==> config.mk <==
export PLATFORM = sky130hd
export DESIGN_NAME = alu_sequencer
export DESIGN_NICKNAME = d
export VERILOG_FILES = /design/src/rtl/alu_sequencer.sv
export SDC_FILE = /design/constraint.sdc
export NUM_CORES = 1
export LEC_CHECK = 0
export BUFFER_PORTS_ARGS = -buffer_cell sky130_fd_sc_hd__buf_2
export CORE_ASPECT_RATIO = 0.7
export CORE_UTILIZATION = 45
export DETAILED_ROUTE_END_ITERATION = 8
export PLACE_DENSITY_LB_ADDON = 0.05
export REMOVE_ABC_BUFFERS = 1
export SYNTH_ARGS = -nofsm -noshare
export SYNTH_HDL_FRONTEND = slang
export SYNTH_SLANG_ARGS = --single-unit
export TNS_END_PERCENT = 1
==> constraint.sdc <==
create_clock -name clock -period 2 [get_ports clock]
set_input_delay 0.1 -clock clock [delete_from_list [all_inputs] [get_ports clock]]
set_output_delay 0.1 -clock clock [all_outputs]
set_load 0.03 [all_outputs]
==> src/rtl/alu_sequencer.sv <==
// Instruction sequencer and 8x8 register file driving an external 8-bit ALU.
// Instructions go IDLE -> EXEC -> WB; ALU operands are launched on the falling clock edge.
module alu_sequencer #(
   parameter int unsigned EXEC_WAIT = 1,
   parameter int unsigned DATA_W    = 8
) (
   input  logic              clock,
   input  logic              reset,
   input  logic [15:0]       instr,
   input  logic              instr_valid,
   output logic              instr_ready,
   input  logic              reg_wr_en,
   input  logic [2:0]        reg_wr_addr,
   input  logic [DATA_W-1:0] reg_wr_data,
   input  logic [2:0]        reg_rd_addr,
   output logic [DATA_W-1:0] reg_rd_data,
   output logic [4:0]        alu_op,
   output logic [DATA_W-1:0] alu_in1,
   output logic [DATA_W-1:0] alu_in2,
   output logic [2:0]        alu_im,
   input  logic [DATA_W-1:0] alu_res,
   input  logic              alu_cf,
   input  logic              alu_zf,
   input  logic              alu_sf,
   input  logic              alu_of,
   output logic [3:0]        flags,
   output logic              done,
   output logic              illegal,
   output logic [DATA_W-1:0] show_data,
   output logic              show_valid
);

   localparam int unsigned CNT_W = (EXEC_WAIT > 1) ? $clog2(EXEC_WAIT) : 1;
   localparam int unsigned NUM_REGS = 8;

   localparam logic [4:0] OP_NOP   = 5'b00000;
   localparam logic [4:0] OP_MOV   = 5'b00110;
   localparam logic [4:0] OP_NOT   = 5'b01000;
   localparam logic [4:0] OP_SHOWR = 5'b11111;

   typedef enum logic [1:0] {
      S_IDLE = 2'd0,
      S_EXEC = 2'd1,
      S_WB   = 2'd2
   } state_e;

   typedef struct packed {
      logic [4:0] op;
      logic [2:0] rd;
      logic [2:0] rs;
      logic [2:0] im;
   } ir_t;

   state_e              state_q, state_d;
   logic [CNT_W-1:0]    cnt_q, cnt_d;
   ir_t                 ir_q, ir_d;
   logic [DATA_W-1:0]   rf_q [NUM_REGS];
   logic [DATA_W-1:0]   rf_d [NUM_REGS];
   logic [3:0]          flags_q, flags_d;
   logic                done_q, done_d;
   logic                illegal_q, illegal_d;
   logic                show_valid_q, show_valid_d;
   logic [DATA_W-1:0]   show_data_q, show_data_d;

   logic [4:0]          alu_op_q, alu_op_d;
   logic [DATA_W-1:0]   alu_in1_q, alu_in1_d;
   logic [DATA_W-1:0]   alu_in2_q, alu_in2_d;
   logic [2:0]          alu_im_q, alu_im_d;

   logic                accept;
   logic                last_exec;
   logic                op_writes;
   logic                op_sets_flags;
   logic                op_legal;

   // Reserved instruction bits carry no meaning.
   logic                unused_instr_bits;
   assign unused_instr_bits = ^instr[1:0];

   // Handshake and op-class decode of the latched instruction.
   always_comb begin
      accept        = instr_valid && (state_q == S_IDLE);
      last_exec     = (cnt_q == CNT_W'(EXEC_WAIT - 1));
      op_writes     = (ir_q.op inside {[5'd1:5'd6], [5'd8:5'd14]});
      op_sets_flags = op_writes && (ir_q.op != OP_MOV) && (ir_q.op != OP_NOT);
      op_legal      = op_writes || (ir_q.op == OP_NOP) || (ir_q.op == OP_SHOWR);
   end

   // Next-state, register-file writes and WB pulses.
   always_comb begin
      state_d      = state_q;
      cnt_d        = cnt_q;
      ir_d         = ir_q;
      rf_d         = rf_q;
      flags_d      = flags_q;
      done_d       = 1'b0;
      illegal_d    = 1'b0;
      show_valid_d = 1'b0;
      show_data_d  = show_data_q;

      case (state_q)
         S_IDLE: begin
            if (accept) begin
               ir_d    = ir_t'(instr[15:2]);
               cnt_d   = '0;
               state_d = S_EXEC;
            end else if (reg_wr_en) begin
               rf_d[reg_wr_addr] = reg_wr_data;
            end
         end
         S_EXEC: begin
            if (last_exec) begin
               state_d   = S_WB;
               done_d    = 1'b1;
               illegal_d = !op_legal;
               if (op_writes) begin
                  rf_d[ir_q.rd] = alu_res;
               end
               if (op_sets_flags) begin
                  flags_d = {alu_cf, alu_zf, alu_sf, alu_of};
               end
               if (ir_q.op == OP_SHOWR) begin
                  show_valid_d = 1'b1;
                  show_data_d  = rf_q[ir_q.rd];
               end
            end else begin
               cnt_d = cnt_q + CNT_W'(1);
            end
         end
         S_WB: begin
            state_d = S_IDLE;
         end
         default: begin
            state_d = S_IDLE;
         end
      endcase
   end

   always_ff @(posedge clock) begin
      if (reset) begin
         state_q      <= S_IDLE;
         cnt_q        <= '0;
         ir_q         <= '0;
         rf_q         <= '{default: '0};
         flags_q      <= '0;
         done_q       <= 1'b0;
         illegal_q    <= 1'b0;
         show_valid_q <= 1'b0;
         show_data_q  <= '0;
      end else begin
         state_q      <= state_d;
         cnt_q        <= cnt_d;
         ir_q         <= ir_d;
         rf_q         <= rf_d;
         flags_q      <= flags_d;
         done_q       <= done_d;
         illegal_q    <= illegal_d;
         show_valid_q <= show_valid_d;
         show_data_q  <= show_data_d;
      end
   end

   // ALU launch: operands change while the clock is low so the ALU settles before capture.
   always_comb begin
      alu_op_d  = alu_op_q;
      alu_in1_d = alu_in1_q;
      alu_in2_d = alu_in2_q;
      alu_im_d  = alu_im_q;
      if ((state_q == S_EXEC) && (cnt_q == '0)) begin
         alu_op_d  = ir_q.op;
         alu_in1_d = rf_q[ir_q.rd];
         alu_in2_d = rf_q[ir_q.rs];
         alu_im_d  = ir_q.im;
      end else if (state_q != S_EXEC) begin
         alu_op_d  = OP_NOP;
      end
   end

   always_ff @(negedge clock) begin
      if (reset) begin
         alu_op_q  <= OP_NOP;
         alu_in1_q <= '0;
         alu_in2_q <= '0;
         alu_im_q  <= '0;
      end else begin
         alu_op_q  <= alu_op_d;
         alu_in1_q <= alu_in1_d;
         alu_in2_q <= alu_in2_d;
         alu_im_q  <= alu_im_d;
      end
   end

   assign instr_ready = (state_q == S_IDLE);
   assign reg_rd_data = rf_q[reg_rd_addr];
   assign alu_op      = alu_op_q;
   assign alu_in1     = alu_in1_q;
   assign alu_in2     = alu_in2_q;
   assign alu_im      = alu_im_q;
   assign flags       = flags_q;
   assign done        = done_q;
   assign illegal     = illegal_q;
   assign show_data   = show_data_q;
   assign show_valid  = show_valid_q;

endmodule

# After elaboration in Yosys (flattened, before gate mapping)

Cells that the tools add are included.

Add/subtract/negate cells: 1
$mul: 0
Div/mod/pow operators: 0
Order comparisons: 10
Equal/unequal tests: 10
Shift-type cells: 0
Multiplexer cells: 30
Bitwise gates (word level): 6
Reductions and logical operators: 24

Operator list:

| kind                                                                                 | number |
|---|---|
| 64-bit 2-to-1 mux                                                                    | 4 |
| 64-bit bitwise mux                                                                   | 2 |
| 64-bit case mux with 2 select lines                                                  | 1 |
| 8-bit binary-select mux with 3-bit select                                            | 3 |
| 8-bit 2-to-1 mux                                                                     | 8 |
| 8-bit demux with 3-bit select                                                        | 2 |
| 4-bit greater-or-equal comparator (second input constant)                            | 4 |
| 3-bit inverter with 4-bit output                                                     | 4 |
| 5-bit 2-to-1 mux                                                                     | 2 |
| 1-bit logical AND                                                                    | 8 |
| 4-bit by 1-bit less-than comparator with 1-bit output (second input constant)        | 2 |
| 2-bit by 1-bit != test with 1-bit output (second input constant)                     | 3 |
| 2-bit != test (second input constant)                                                | 3 |
| 2-bit AND reduction                                                                  | 3 |
| 3-bit AND reduction                                                                  | 2 |
| 2-bit nonzero test                                                                   | 3 |
| 5-bit equality test (second input constant)                                          | 1 |
| 5-bit by 1-bit greater-or-equal comparator with 1-bit output (second input constant) | 1 |
| 5-bit by 4-bit greater-or-equal comparator with 1-bit output (second input constant) | 1 |
| 5-bit by 3-bit less-or-equal comparator with 1-bit output (second input constant)    | 1 |
| 5-bit by 4-bit less-or-equal comparator with 1-bit output (second input constant)    | 1 |
| 5-bit logical NOT                                                                    | 1 |
| 5-bit by 3-bit != test with 1-bit output (second input constant)                     | 1 |
| 5-bit by 4-bit != test with 1-bit output (second input constant)                     | 1 |
| other kinds (13)                                                                     | 19 |

Bits in registers: 120
Bits in latches: 0
Bits in writable memories: 0
Memory bits (read-only): 0
Input port bits: 46
Output and inout bits: 48
Word-level logic and storage cells: 104
Memories: 0

# Depth between registers and ports, before layout

Word-level depth: 9
Mapped depth: 8
Gate-level depth less buffers: 4

==> results.py <==
metrics = {
    "clocking": {
        "clock_latency_ns": 0.46,
        "clkTransAtPathRegs_ns": 0.06,
        "htreeDepth": 4,
        "cts_buffers": 17,
        "cts-root-buf": "clkbuf_16",
        "cts_sinks": 119,
        "cts_tree": "done",
        "clock_path_buffers": 2,
    },
    "worst_hold_path": {
        "hp-class": "in -> reg",
        "worstHoldPathCells": 4,
    },
    "global_routing": {
        "grt_use_total": 0.3575,
        "overflow": 0,
        "grt_max_degree": 48,
        "grt_first_pass_wirelength_um": 44290,
        "grt_pass1_vias": 7709,
        "antenna_found_initial": 1,
    },
    "detailed_routing": {
        "first_pass_iters": 7,
        "vias": 8007,
        "drc_errors": 0,
        "totalWireLength_um": 29920,
        "post_drt_wl_per_cell_um": 23.65,
        "drtAntennaViolNets": 0,
        "first_iter_violations": 996,
        "avgViaCountPerCell": 6.330,
    },
    "sta": {
        "finalClockSkew_ns": 0.04175,
        "report.final.slew_viol_count": 0,
        "worst_slack_ns": -0.5315,
        "finalSetupViolCount": 96,
        "fin_hold_ws_ns": 0.1406,
        "tightest_slew_ns": 0.6088,
        "hold_viol_final": 0,
        "rsz0062_at_grt": "true",
        "tns_ns": -18.91,
        "slew_headroom": 0.5926,
    },
    "logic_synthesis": {
        "ys_seq_elements": 119,
        "synth_top_area_cell": "dfxtp_1",
        "syn_avg_cell_area_sq_um": 9.154,
        "synth_common_cells": "dfxtp_1 (119), a21oi_1 (69), nor2_1 (48)",
        "ys_types": 58,
        "synth_ff_type": "dfxtp_1",
        "synth.top_cell.area_share": 0.3253,
        "synth.most_common_cell": "dfxtp_1",
        "yosysWarnings": 0,
        "netlist_instances": 800,
        "synth_edf_count": 0,
        "yosysSeqAreaShare": 0.3253,
        "async_reset_ff_frac": 0,
        "yosys-top-cells-area": "dfxtp_1 (33%), mux4_2 (11%), a21oi_1 (4.7%), o32ai_1 (4.1%), mux2i_1 (4.0%)",
        "syn-cell-area_sq_um": 7323,
    },
    "setup_path": {
        "required_ns": 1.33,
        "endpoint_kind": "register",
        "worst_r2r_path_depth": 5,
        "worst-path-max-fanout": 23,
        "start_kind": "register",
        "worstSetupPathType": "reg -> reg",
        "critical_path_arrival_ns": 1.86,
    },
    "floorplan": {
        "initial_core_util": 0.4667,
        "rows": 38,
        "die_h_um": 108.7,
        "die_x_um": 154.5,
        "io_pins": 94,
        "die_area_sq_um": 16800,
        "core_area_sq_um": 15690,
    },
    "cells_and_area": {
        "drive_gt1_frac": 0.4150,
        "post-route-util": 0.6721,
        "fin_cells": 1265,
        "synthToLayoutAreaGrowth_pct": 43.99,
        "num-nets-final": 1098,
        "n_antenna_cell": 0,
    },
    "status": {
        "outcome": "finished with violations",
        "violations": "setup timing",
    },
    "placed_design": {
        "gp_congestion": 0.9721,
        "io_buffer_count": 91,
        "dpl.hpwl_um": 21790,
        "pre_cts_ws_ns": -0.7791,
        "post-place-cells": 1187,
    },
    "power": {
        "power_density_nw_per_um2": 694.1,
        "p_leak_nw": 4.205,
        "ir_drop_mv": 0.5341,
    },
    "job": {
        "cap_viol_max_count": 0,
    },
}
worst max-delay path, cell delays in order, from the launching register on:
cell and delay [ns]:
dfxtp_4 0.38, buf_12 0.17, and2_4 0.14, mux4_2 0.48
nor3_2 0.20, nor3_1 0.07
power by group:
part,internal (W),leakage (nW),switching (W)
logic,0.000610,2.79,0.000745
clock network,0.00198,0.432,0.00145
registers,0.00246,0.979,0.0000783
worst paths after layout:
| check | start | to | slack, ns |
|---|---|---|---|
| worst max-delay path | ir_q[7] | alu_in1[3] | -0.53 |
| worst min-delay path | alu_res[6] | rf_q[62] | 0.14 |
| worst max register to register | ir_q[7] | alu_in1[3] | -0.53 |
| worst min register to register | ir_q[2] | ir_q[2] | 0.46 |
layout by cell type (no fill, tap or decap), drive strengths merged, types with 19 or more instances in the layout:
master	n
clkbuf	19
dfxtp	119
nor3	34
a211oi	20
dlygate4sd3	20
nand3b	31
nand2	41
mux2i	29
a221oi	41
o32ai	35
a21oi	69
buf	275
mux4	36
inv	75
nor2	48
logic make-up (layout without fill, tap and decap cells):
group | count (synthesis) | count (layout) | share of synthesized area
and+or+nand+nor | 248 | 248 | 0.1850
AOI/OAI and AO/OA | 227 | 227 | 0.2464
buffers and inverters | 129 | 394 | 0.07449
DFF | 119 | 119 | 0.3253
muxes | 77 | 77 | 0.1688
through the flow:
| stage | power [W] | area (sq um) |
|---|---|---|
| after floorplan | 0.003194 | 6943 |
| after global placement | 0.003849 | 9225 |
| after detailed placement | 0.003864 | 9225 |
| after CTS | 0.007270 | 10440 |
| after global routing | 0.007574 | 10550 |
| final | 0.007319 | 10550 |
what timing repair did:
item / CTS / global route
buffers inserted: 3 / 1
endpoints found under the hold margin: 19 / 0
setup endpoints to repair: 108 / 111
hold buffers: 20 / 0
pin swaps: 9 / 11
resized for setup: 108 / 28
routing by layer:
layer,global-route usage,routed length (um),up-vias,share of wire
met5,0,13,-,0.00043
met4,0.1443,1107,2,0.037
met3,0.06955,2552,79,0.085
met2,0.5808,13640,444,0.46
met1,0.4712,12610,3896,0.42
li1,-,-,3586,-
layout make-up:
cell class                      count  area (sq um)
Inverter                           43         161.4
Clock buffer                       19         475.5
Clock inverter                     37         230.2
Tap cell                          200         250.2
Multi-Input combinational cell    552          4568
Timing Repair Buffer              295          2434
Sequential cell                   119          2426
Fill cell                        1228          5145
registers in the layout (all words and copies together) (netlist names), 2 cells and up:
register	cells
flags	4
show_data	8
alu_in1	8
alu_op	5
ir_q	14
rf_q	64
alu_in2	8
alu_im	3
state_q	2
Power figures use the tool's default switching activity.
